===== src/rtl/messbauer_spectrum_memory_arbiter.sv =====
// ---------------------------------------------------------------------------
// messbauer_spectrum_memory_arbiter
//
// Shares the single-port spectrum RAM of the Mossbauer accumulator between:
//   - the accumulation engine (saturating read-modify-write channel increments)
//   - the CAMAC host path (F(0) reads / F(16) writes)
//   - a full-memory clear sequence
//
// Ports:
//   clk, rst                   system clock, synchronous active-high reset
//   inc_valid/inc_addr         increment request; accepted on inc_valid & inc_ready
//   inc_ready                  increment may be accepted this cycle
//   host_req/host_we           host access request (level, held until host_ack)
//   host_addr/host_wdata       host address and write data
//   host_ack                   one-cycle host completion pulse
//   host_rdata                 host read data, valid with host_ack, held after
//   clr_start                  pulse: clear the whole memory
//   clr_busy                   clear pending or running
//   sat_flag                   sticky: an increment hit a saturated channel
//   mem_addr/mem_we/mem_wdata  RAM command, decoded from state and latched regs
//   mem_rdata                  RAM read data, one cycle after a read address
// ---------------------------------------------------------------------------
module messbauer_spectrum_memory_arbiter #(
   parameter int ADDR_WIDTH   = 12,
   parameter int DATA_WIDTH   = 24,
   parameter int STARVE_LIMIT = 4
) (
   input  logic                  clk,
   input  logic                  rst,
   input  logic                  inc_valid,
   input  logic [ADDR_WIDTH-1:0] inc_addr,
   output logic                  inc_ready,
   input  logic                  host_req,
   input  logic                  host_we,
   input  logic [ADDR_WIDTH-1:0] host_addr,
   input  logic [DATA_WIDTH-1:0] host_wdata,
   output logic                  host_ack,
   output logic [DATA_WIDTH-1:0] host_rdata,
   input  logic                  clr_start,
   output logic                  clr_busy,
   output logic                  sat_flag,
   output logic [ADDR_WIDTH-1:0] mem_addr,
   output logic                  mem_we,
   output logic [DATA_WIDTH-1:0] mem_wdata,
   input  logic [DATA_WIDTH-1:0] mem_rdata
);

   localparam int CNT_W = $clog2(STARVE_LIMIT + 1);

   typedef enum logic [2:0] {
      S_IDLE, S_INC_RD, S_INC_WR, S_HOST_RD, S_HOST_DONE, S_HOST_WR, S_CLEAR
   } state_t;

   state_t                r_state, w_state_nxt;
   logic [ADDR_WIDTH-1:0] r_addr;        // increment/host address, or clear pointer
   logic [DATA_WIDTH-1:0] r_wdata;
   logic [DATA_WIDTH-1:0] r_host_rdata;
   logic                  r_clr_pend;
   logic [CNT_W-1:0]      r_starve_cnt;
   logic                  r_sat;

   logic w_force_host, w_grant_clr, w_grant_inc, w_grant_host;
   logic w_rd_full, w_last_clr;

   // A host that has watched STARVE_LIMIT increments go ahead of it wins next.
   assign w_force_host = host_req && (r_starve_cnt >= CNT_W'(STARVE_LIMIT));
   assign w_grant_clr  = (r_state == S_IDLE) && r_clr_pend;
   assign w_grant_inc  = (r_state == S_IDLE) && !r_clr_pend && !w_force_host && inc_valid;
   assign w_grant_host = (r_state == S_IDLE) && !r_clr_pend && host_req
                         && (w_force_host || !inc_valid);
   assign w_rd_full    = &mem_rdata;
   assign w_last_clr   = &r_addr;

   // NOTE: every signal written here gets a default first, so no path leaves it
   // unassigned and no latch is inferred.
   always_comb begin
      w_state_nxt = r_state;
      unique case (r_state)
         S_IDLE: begin
            if (w_grant_clr)       w_state_nxt = S_CLEAR;
            else if (w_grant_inc)  w_state_nxt = S_INC_RD;
            else if (w_grant_host) w_state_nxt = host_we ? S_HOST_WR : S_HOST_RD;
         end
         S_INC_RD:    w_state_nxt = S_INC_WR;
         S_INC_WR:    w_state_nxt = S_IDLE;
         S_HOST_RD:   w_state_nxt = S_HOST_DONE;
         S_HOST_DONE: w_state_nxt = S_IDLE;
         S_HOST_WR:   w_state_nxt = S_IDLE;
         S_CLEAR:     if (w_last_clr) w_state_nxt = S_IDLE;
         default:     w_state_nxt = S_IDLE;
      endcase
   end

   // Outputs. Reset forces everything low, which also suppresses a RAM write
   // that would otherwise land on the same edge the reset is sampled.
   always_comb begin
      inc_ready  = 1'b0;
      host_ack   = 1'b0;
      host_rdata = '0;
      clr_busy   = 1'b0;
      sat_flag   = 1'b0;
      mem_addr   = '0;
      mem_we     = 1'b0;
      mem_wdata  = '0;
      if (!rst) begin
         inc_ready  = (r_state == S_IDLE) && !r_clr_pend && !w_force_host;
         clr_busy   = r_clr_pend || (r_state == S_CLEAR);
         sat_flag   = r_sat;
         mem_addr   = r_addr;
         host_rdata = r_host_rdata;
         unique case (r_state)
            S_INC_WR: begin
               mem_we    = 1'b1;
               mem_wdata = w_rd_full ? mem_rdata : mem_rdata + DATA_WIDTH'(1);
            end
            S_HOST_WR: begin
               mem_we    = 1'b1;
               mem_wdata = r_wdata;
               host_ack  = 1'b1;
            end
            S_HOST_DONE: begin
               // RAM data arrives this cycle; bypass it so it is valid with the ack.
               host_ack   = 1'b1;
               host_rdata = mem_rdata;
            end
            S_CLEAR: mem_we = 1'b1;
            default: ;
         endcase
      end
   end

   // NOTE: sequential state uses non-blocking assignments so every register
   // samples pre-edge values regardless of statement order.
   always_ff @(posedge clk) begin
      if (rst) begin
         r_state      <= S_IDLE;
         r_addr       <= '0;
         r_wdata      <= '0;
         r_host_rdata <= '0;
         r_clr_pend   <= 1'b0;
         r_starve_cnt <= '0;
         r_sat        <= 1'b0;
      end else begin
         r_state <= w_state_nxt;

         if (clr_start && (r_state != S_CLEAR)) r_clr_pend <= 1'b1;

         if (w_grant_clr) begin
            // Starting the clear absorbs any pending request.
            r_clr_pend <= 1'b0;
            r_addr     <= '0;
            r_sat      <= 1'b0;
         end else if (w_grant_inc) begin
            r_addr <= inc_addr;
         end else if (w_grant_host) begin
            r_addr  <= host_addr;
            r_wdata <= host_wdata;
         end else if (r_state == S_CLEAR) begin
            r_addr <= r_addr + ADDR_WIDTH'(1);
         end

         if (w_grant_host)
            r_starve_cnt <= '0;
         else if (w_grant_inc && host_req) begin
            if (r_starve_cnt < CNT_W'(STARVE_LIMIT)) r_starve_cnt <= r_starve_cnt + CNT_W'(1);
         end else if ((r_state == S_IDLE) && !host_req)
            r_starve_cnt <= '0;

         if ((r_state == S_INC_WR) && w_rd_full) r_sat <= 1'b1;
         if (r_state == S_HOST_DONE)             r_host_rdata <= mem_rdata;
      end
   end

endmodule


===== config.mk =====
export PLATFORM = sky130hd
export DESIGN_NAME = messbauer_spectrum_memory_arbiter
export DESIGN_NICKNAME = d
export VERILOG_FILES = /design/src/rtl/messbauer_spectrum_memory_arbiter.sv
export SDC_FILE = /design/constraint.sdc
export NUM_CORES = 1
export LEC_CHECK = 0
export BUFFER_PORTS_ARGS = -buffer_cell sky130_fd_sc_hd__buf_2
export CORE_ASPECT_RATIO = 0.9
export CORE_MARGIN = 5
export CORE_UTILIZATION = 50
export CTS_CLUSTER_SIZE = 16
export DETAILED_ROUTE_END_ITERATION = 8
export GPL_TIMING_DRIVEN = 0
export PLACE_DENSITY = 0.81
export SETUP_SLACK_MARGIN = 0.4
export SLEW_MARGIN = 0
export SYNTH_ARGS = -nofsm -noshare
export SYNTH_HDL_FRONTEND = slang
export SYNTH_SLANG_ARGS = --single-unit

===== constraint.sdc =====
create_clock -name clk -period 2.2 [get_ports clk]
set_input_delay 0.11 -clock clk [delete_from_list [all_inputs] [get_ports clk]]
set_output_delay 0.11 -clock clk [all_outputs]
set_load 0.01 [all_outputs]

Word level (Yosys, flattened, before mapping)
Cells that the tools add are included.
{ "totals": {"input_bits": 78, "output_inout_bits": 65, "regBits": 68, "word_cells": 81} }
{ "op_classes": {"n_bitwise": 2, "reduce_logical": 30, "n_mux": 27, "n_lt_le_gt_ge": 2, "add_sub_neg": 3, "eq_ne": 10} }
{ "ops": {"columns": ["op", "n"], "rows": [
  ["two-way mux 24 bit", 4],
  ["two-way mux 12 bit", 4],
  ["case mux 24 bit (2 select lines)", 1],
  ["adder 24 x 1 -> 24 bit (second input constant)", 1],
  ["two-way mux 3 bit", 8],
  ["AND reduction 24 bit", 1],
  ["adder 12 x 1 -> 12 bit (second input constant)", 1],
  ["case mux 3 bit (4 select lines)", 1],
  ["AND reduction 12 bit", 1],
  ["logical AND 1 bit", 11],
  ["equality test 3 bit (second input constant)", 3],
  ["two-way mux 1 bit", 9],
  ["equality test 3 x 2 -> 1 bit (second input constant)", 2],
  ["OR reduction 2 bit", 3],
  ["zero test 1 bit", 4],
  ["!= test 4 bit (second input constant)", 1],
  ["AND reduction 2 bit", 2],
  ["nonzero test 2 bit", 2],
  ["adder 3 x 1 -> 3 bit (second input constant)", 1],
  ["equality test 3 x 1 -> 1 bit (second input constant)", 1],
  ["greater-or-equal comparator 3 bit (second input constant)", 1],
  ["zero test 3 bit", 1],
  ["< comparator 3 bit (second input constant)", 1],
  ["!= test 3 bit (second input constant)", 1],
  ["other kinds (7)", 9]
]} }

Longest topological paths before layout
{ "logic_depth": {"ltp_word": 8, "mapped_depth": 8, "depth_no_buf": 7} }

Worst setup path before layout
No wires, ideal clock.
{ "synth_path": {"path_type": "register -> register", "from": "reg r_clr_pend", "to": "reg r_addr[5]", "t_required_ps": 2078, "setup_time_ps": 122, "n_path_buf": 2, "setup_slack_ps": 513, "period_less_slack_ps": 1687, "stages_incl_launch_ff": 7, "arrival_ps": 1565, "cell_sequence": "dfxtp_1 -> buf_2 -> or4_4 -> a21o_1 -> buf_6 -> a211oi_1 -> nor3_1"} }
{ "synth_via": {"elab_chain_cells": 6, "word_cells_on_any_way": 11, "classes_between": "mux (2); reduce/logical (9)"} }
{ "synth_rtl": {"columns": ["element", "line_no", "source"], "rows": [
  ["start: declaration", "58", "logic r_clr_pend;"],
  ["start signal: assignment", "140", "r_clr_pend <= 1'b0;"],
  ["start signal: assignment", "146", "if (clr_start && (r_state != S_CLEAR)) r_clr_pend <= 1'b1;"],
  ["start signal: assignment", "150", "r_clr_pend <= 1'b0;"],
  ["zero test 1 bit", "68, 69", null],
  ["logical AND 1 bit", "68, 69", null],
  ["logical AND 1 bit", "69", "assign w_grant_host = (r_state == S_IDLE) && !r_clr_pend && host_req"],
  ["logical AND 1 bit", "70", "&& (w_force_host || !inc_valid);"],
  ["two-way mux 12 bit", "155", "end else if (w_grant_host) begin"],
  ["two-way mux 12 bit", "153", "end else if (w_grant_inc) begin"],
  ["end signal: assignment", "154", "r_addr <= inc_addr;"],
  ["end signal: assignment", "156", "r_addr <= host_addr;"],
  ["end signal: assignment", "159", "r_addr <= r_addr + ADDR_WIDTH'(1);"],
  ["end: declaration", "55", "logic [ADDR_WIDTH-1:0] r_addr;"]
]} }
Parallel ways exist; a longest one is shown, timed or not.
A chain may end at the register's enable or synchronous reset.

Worst setup path after layout
{ "layout_path": {"from": "reg r_state[1]", "to": "out host_rdata[12]"} }
{ "layout_via": {"elab_chain_cells": 3} }
{ "layout_rtl": {"columns": ["element", "line_no", "source"], "rows": [
  ["start: declaration", "54", "state_t r_state, w_state_nxt;"],
  ["start signal: assignment", "144", "r_state <= w_state_nxt;"],
  ["equality test 3 bit", "111", "unique case (r_state)"],
  ["two-way mux 24 bit", "111", null],
  ["two-way mux 24 bit", null, null],
  ["end: declaration", "38", "output logic [DATA_WIDTH-1:0] host_rdata,"]
]} }
No other way between the ends.

==> results.tsv <==
stage	metric	value	unit
run_status	status	finished clean	
power	leakage	2.56	nW
sta	hold_viol_final	0	
sta	finalClockSkew	3.03	ps
yosys	yosysSeqAreaShare	35.8	%
routing	wl	16500	um
sta	max_freq	0.500	GHz
place	dpl.cell_count	767	
yosys	ys_types	45	
global_routing	grt_usage	27.9	%
sta	fin_setup_tns	0	ps
yosys	synthFlopType	dfxtp_1	
hold_path	hold_class	in2reg	
setup_path	cp_cell_sequence	buf_6, nand2b_4, nor2_4, clkbuf_4, nand2_1, a21oi_1, buf_2	
sta	rsz0062_at_grt	yes	
setup_path	crit_fanout	10	
routing	drcViolationCount	0	
routing	vias_per_cell	6.02	
routing	via_count	5043	
place	post_dp_cell_area	4630	um^2
layout	n_antenna_cell	0	
global_routing	grt_pass1_vias	4437	
layout	drive_gt1_share	42.3	%
yosys	ys_ff_latch	68	
setup_path	crit_path_top_delay_cell	dfxtp_2	
routing	dr.pass1.iters	6	
place	placement.io_buffers	141	
global_routing	grt_antenna_before_repair	0	
clocking	cts_tree	yes	
sta	maxSlewViolCount	0	
floorplanning	io_pins	143	
clocking	cts_made_buffers	9	
clocking	cts-htree-levels	3	
sta	finalCritPeriodShare	91.0	%
clocking	clk_latency	360	ps
clocking	clk_path_buf_depth	2	
place	dp_hpwl	9240	um
layout	layout.nets	818	
power	vdd_drop_max	0.559	mV
sta	slew_headroom	53.7	%
floorplanning	die_h	92.8	um
setup_path	crit_arrival	1890	ps
clocking	cts_sinks	68	
setup_path	rrSetupSlack	290	ps
floorplanning	row_count	30	
yosys	async_flop_share	0	%
yosys	synth_warnings	0	
yosys	synth_cells	530	
yosys	syn_avg_cell_area	7.18	um^2
floorplanning	core_area	7470	um^2
setup_path	cpPeakStageDelay	320	ps
setup_path	reg2reg_depth	8	
setup_path	cp-start-kind	flip-flop	
floorplanning	die_x	102	um
global_routing	grt_start_max_net_pins	12	
power	powerDensity	783	nW/um^2
sta	holdWs	4.65	ps
layout	multi_input_area	2660	um^2
clocking	cts.root.buffer_cell	clkbuf_8	
setup_path	required	2090	ps
yosys	syn-num-nets	611	
sta	tightest_slew	695	ps
yosys	netlist_area	3810	um^2
routing	drtAntennaViolNets	0	
layout	area_delta_synth_final	60.3	%
routing	wl_per_cell	19.7	um
power	fin_total_pwr	0.00478	W
sta	setup_viol	0	
floorplanning	start_util	51.0	%
layout	n_fill_cell	431	
setup_path	crit_type	reg2out	
yosys	synth-edff-count	0	
routing	drtIter0Drc	471	
floorplanning	dieArea	9460	um^2
global_routing	grt_pass1_wl	21100	um
hold_path	holdPathStages	3	
run	cap_violations	0	
setup_path	endpoint_kind	output pin	
sta	period_needed	2000	ps
clocking	cts.clk_slew.worst_paths	70	ps
layout	seq_area	1370	um^2
layout	design_area	6100	um^2
layout	final_cells	838	
place	gp_congestion	0.904	
global_routing	grt-ovfl-total	0	
per-stage QoR:
stage / setup WS [ps] / utilization, %
4_1_cts: 288 / 73.4
6_report: 199 / 81.7
3_3_place_gp: 202 / 62.0
2_1_floorplan: 513 / -
3_5_place_dp: 147 / 62.0
5_1_grt: 130 / 81.7
synthesized netlist by cell type (all sizes together), types with 5 or more instances:
cell,number,area share (%)
a211oi,12,2.4
a21oi,68,9.0
and3,6,0.99
buf,15,2.9
clkbuf,21,2.1
dfxtp,68,36
inv,5,0.49
nand2,141,14
nand2b,6,0.99
nand3,15,2.2
nor2,37,3.6
nor2b,12,2.0
nor3,18,2.7
o211ai,5,0.99
o21ai,35,4.6
xnor2,14,3.2
xor2,15,3.5
flip-flops by register name (all words and copies together), names as in the netlist:
signal / flops
r_host_rdata: 24
r_wdata: 24
r_addr: 12
r_starve_cnt: 3
r_state: 3
r_clr_pend: 1
r_sat: 1
report_power, final:
part	total (W)	internal (W)	switching (W)	leakage, nW
Sequential	0.00152	0.00139	0.000131	0.555
Combinational	0.00207	0.000988	0.00108	1.90
Clock	0.00119	0.000669	0.000518	0.107
Total	0.00478	0.00305	0.00173	2.56
critical path, delay by kind of cell (launching register included):
family	cells	cell delay [ps]
compound gates	1	220
buf+inv	3	560
flops	1	320
simple gates	3	430
cell type report:
cell class	instances	area share, %
tap	96	1.97
multi-input combinational	421	43.6
inverter	5	0.308
buffer	36	6.48
sequential	68	22.4
clock inverter	4	1.19
timing repair buffer	196	21.7
clock buffer	12	2.38
placed cells by master, fill, tap and decap left out, types with 7 or more instances in the layout:
| master | count |
|---|---|
| dlygate4sd3_1 | 15 |
| clkbuf_8 | 11 |
| dfxtp_1 | 65 |
| xor2_1 | 14 |
| buf_4 | 28 |
| nor2_1 | 31 |
| buf_6 | 19 |
| buf_8 | 8 |
| o21ai_0 | 7 |
| buf_2 | 138 |
| clkbuf_16 | 9 |
| nand3_1 | 10 |
| a21oi_1 | 49 |
| nor2b_1 | 12 |
| nor3_1 | 16 |
| a21oi_2 | 18 |
| xnor2_1 | 14 |
| a211oi_2 | 7 |
| o21ai_2 | 19 |
| clkbuf_1 | 9 |
| nand2_1 | 133 |
final timing paths:
kind | startpoint | to
max | r_state[1] | host_rdata[12]
min | host_wdata[20] | r_wdata[20]
max reg2reg | r_state[2] | r_addr[2]
min reg2reg | r_host_rdata[5] | r_host_rdata[5]
kinds of logic after synthesis:
family                     share of synthesized area [%]
adders and majority gates                          0.986
muxes                                              0.263
buffers and inverters                               5.42
xor gates and xnor gates                            6.67
and+or+nand+nor                                     30.4
DFF                                                 35.8
AOI/OAI and AO/OA                                   20.5
per-layer routing:
| layer | share of wire (%) | track usage (%) | up-vias |
|---|---|---|---|
| li1 | - | - | 2224 |
| met1 | 36 | 36.0 | 2317 |
| met2 | 48 | 44.8 | 401 |
| met3 | 11 | 6.25 | 101 |
| met4 | 5.4 | 10.8 | 0 |
| met5 | 0 | 0 | - |
repair_timing:
action,4_1_cts,5_1_grt
gates resized for setup,96,114
pin swaps,13,45
cloned,4,4
hold buffers,15,0
hold endpoints to repair,15,0
endpoints found under the setup margin,83,85
setup buffers,14,18
Note: power is estimated with default switching activity, not from simulation.
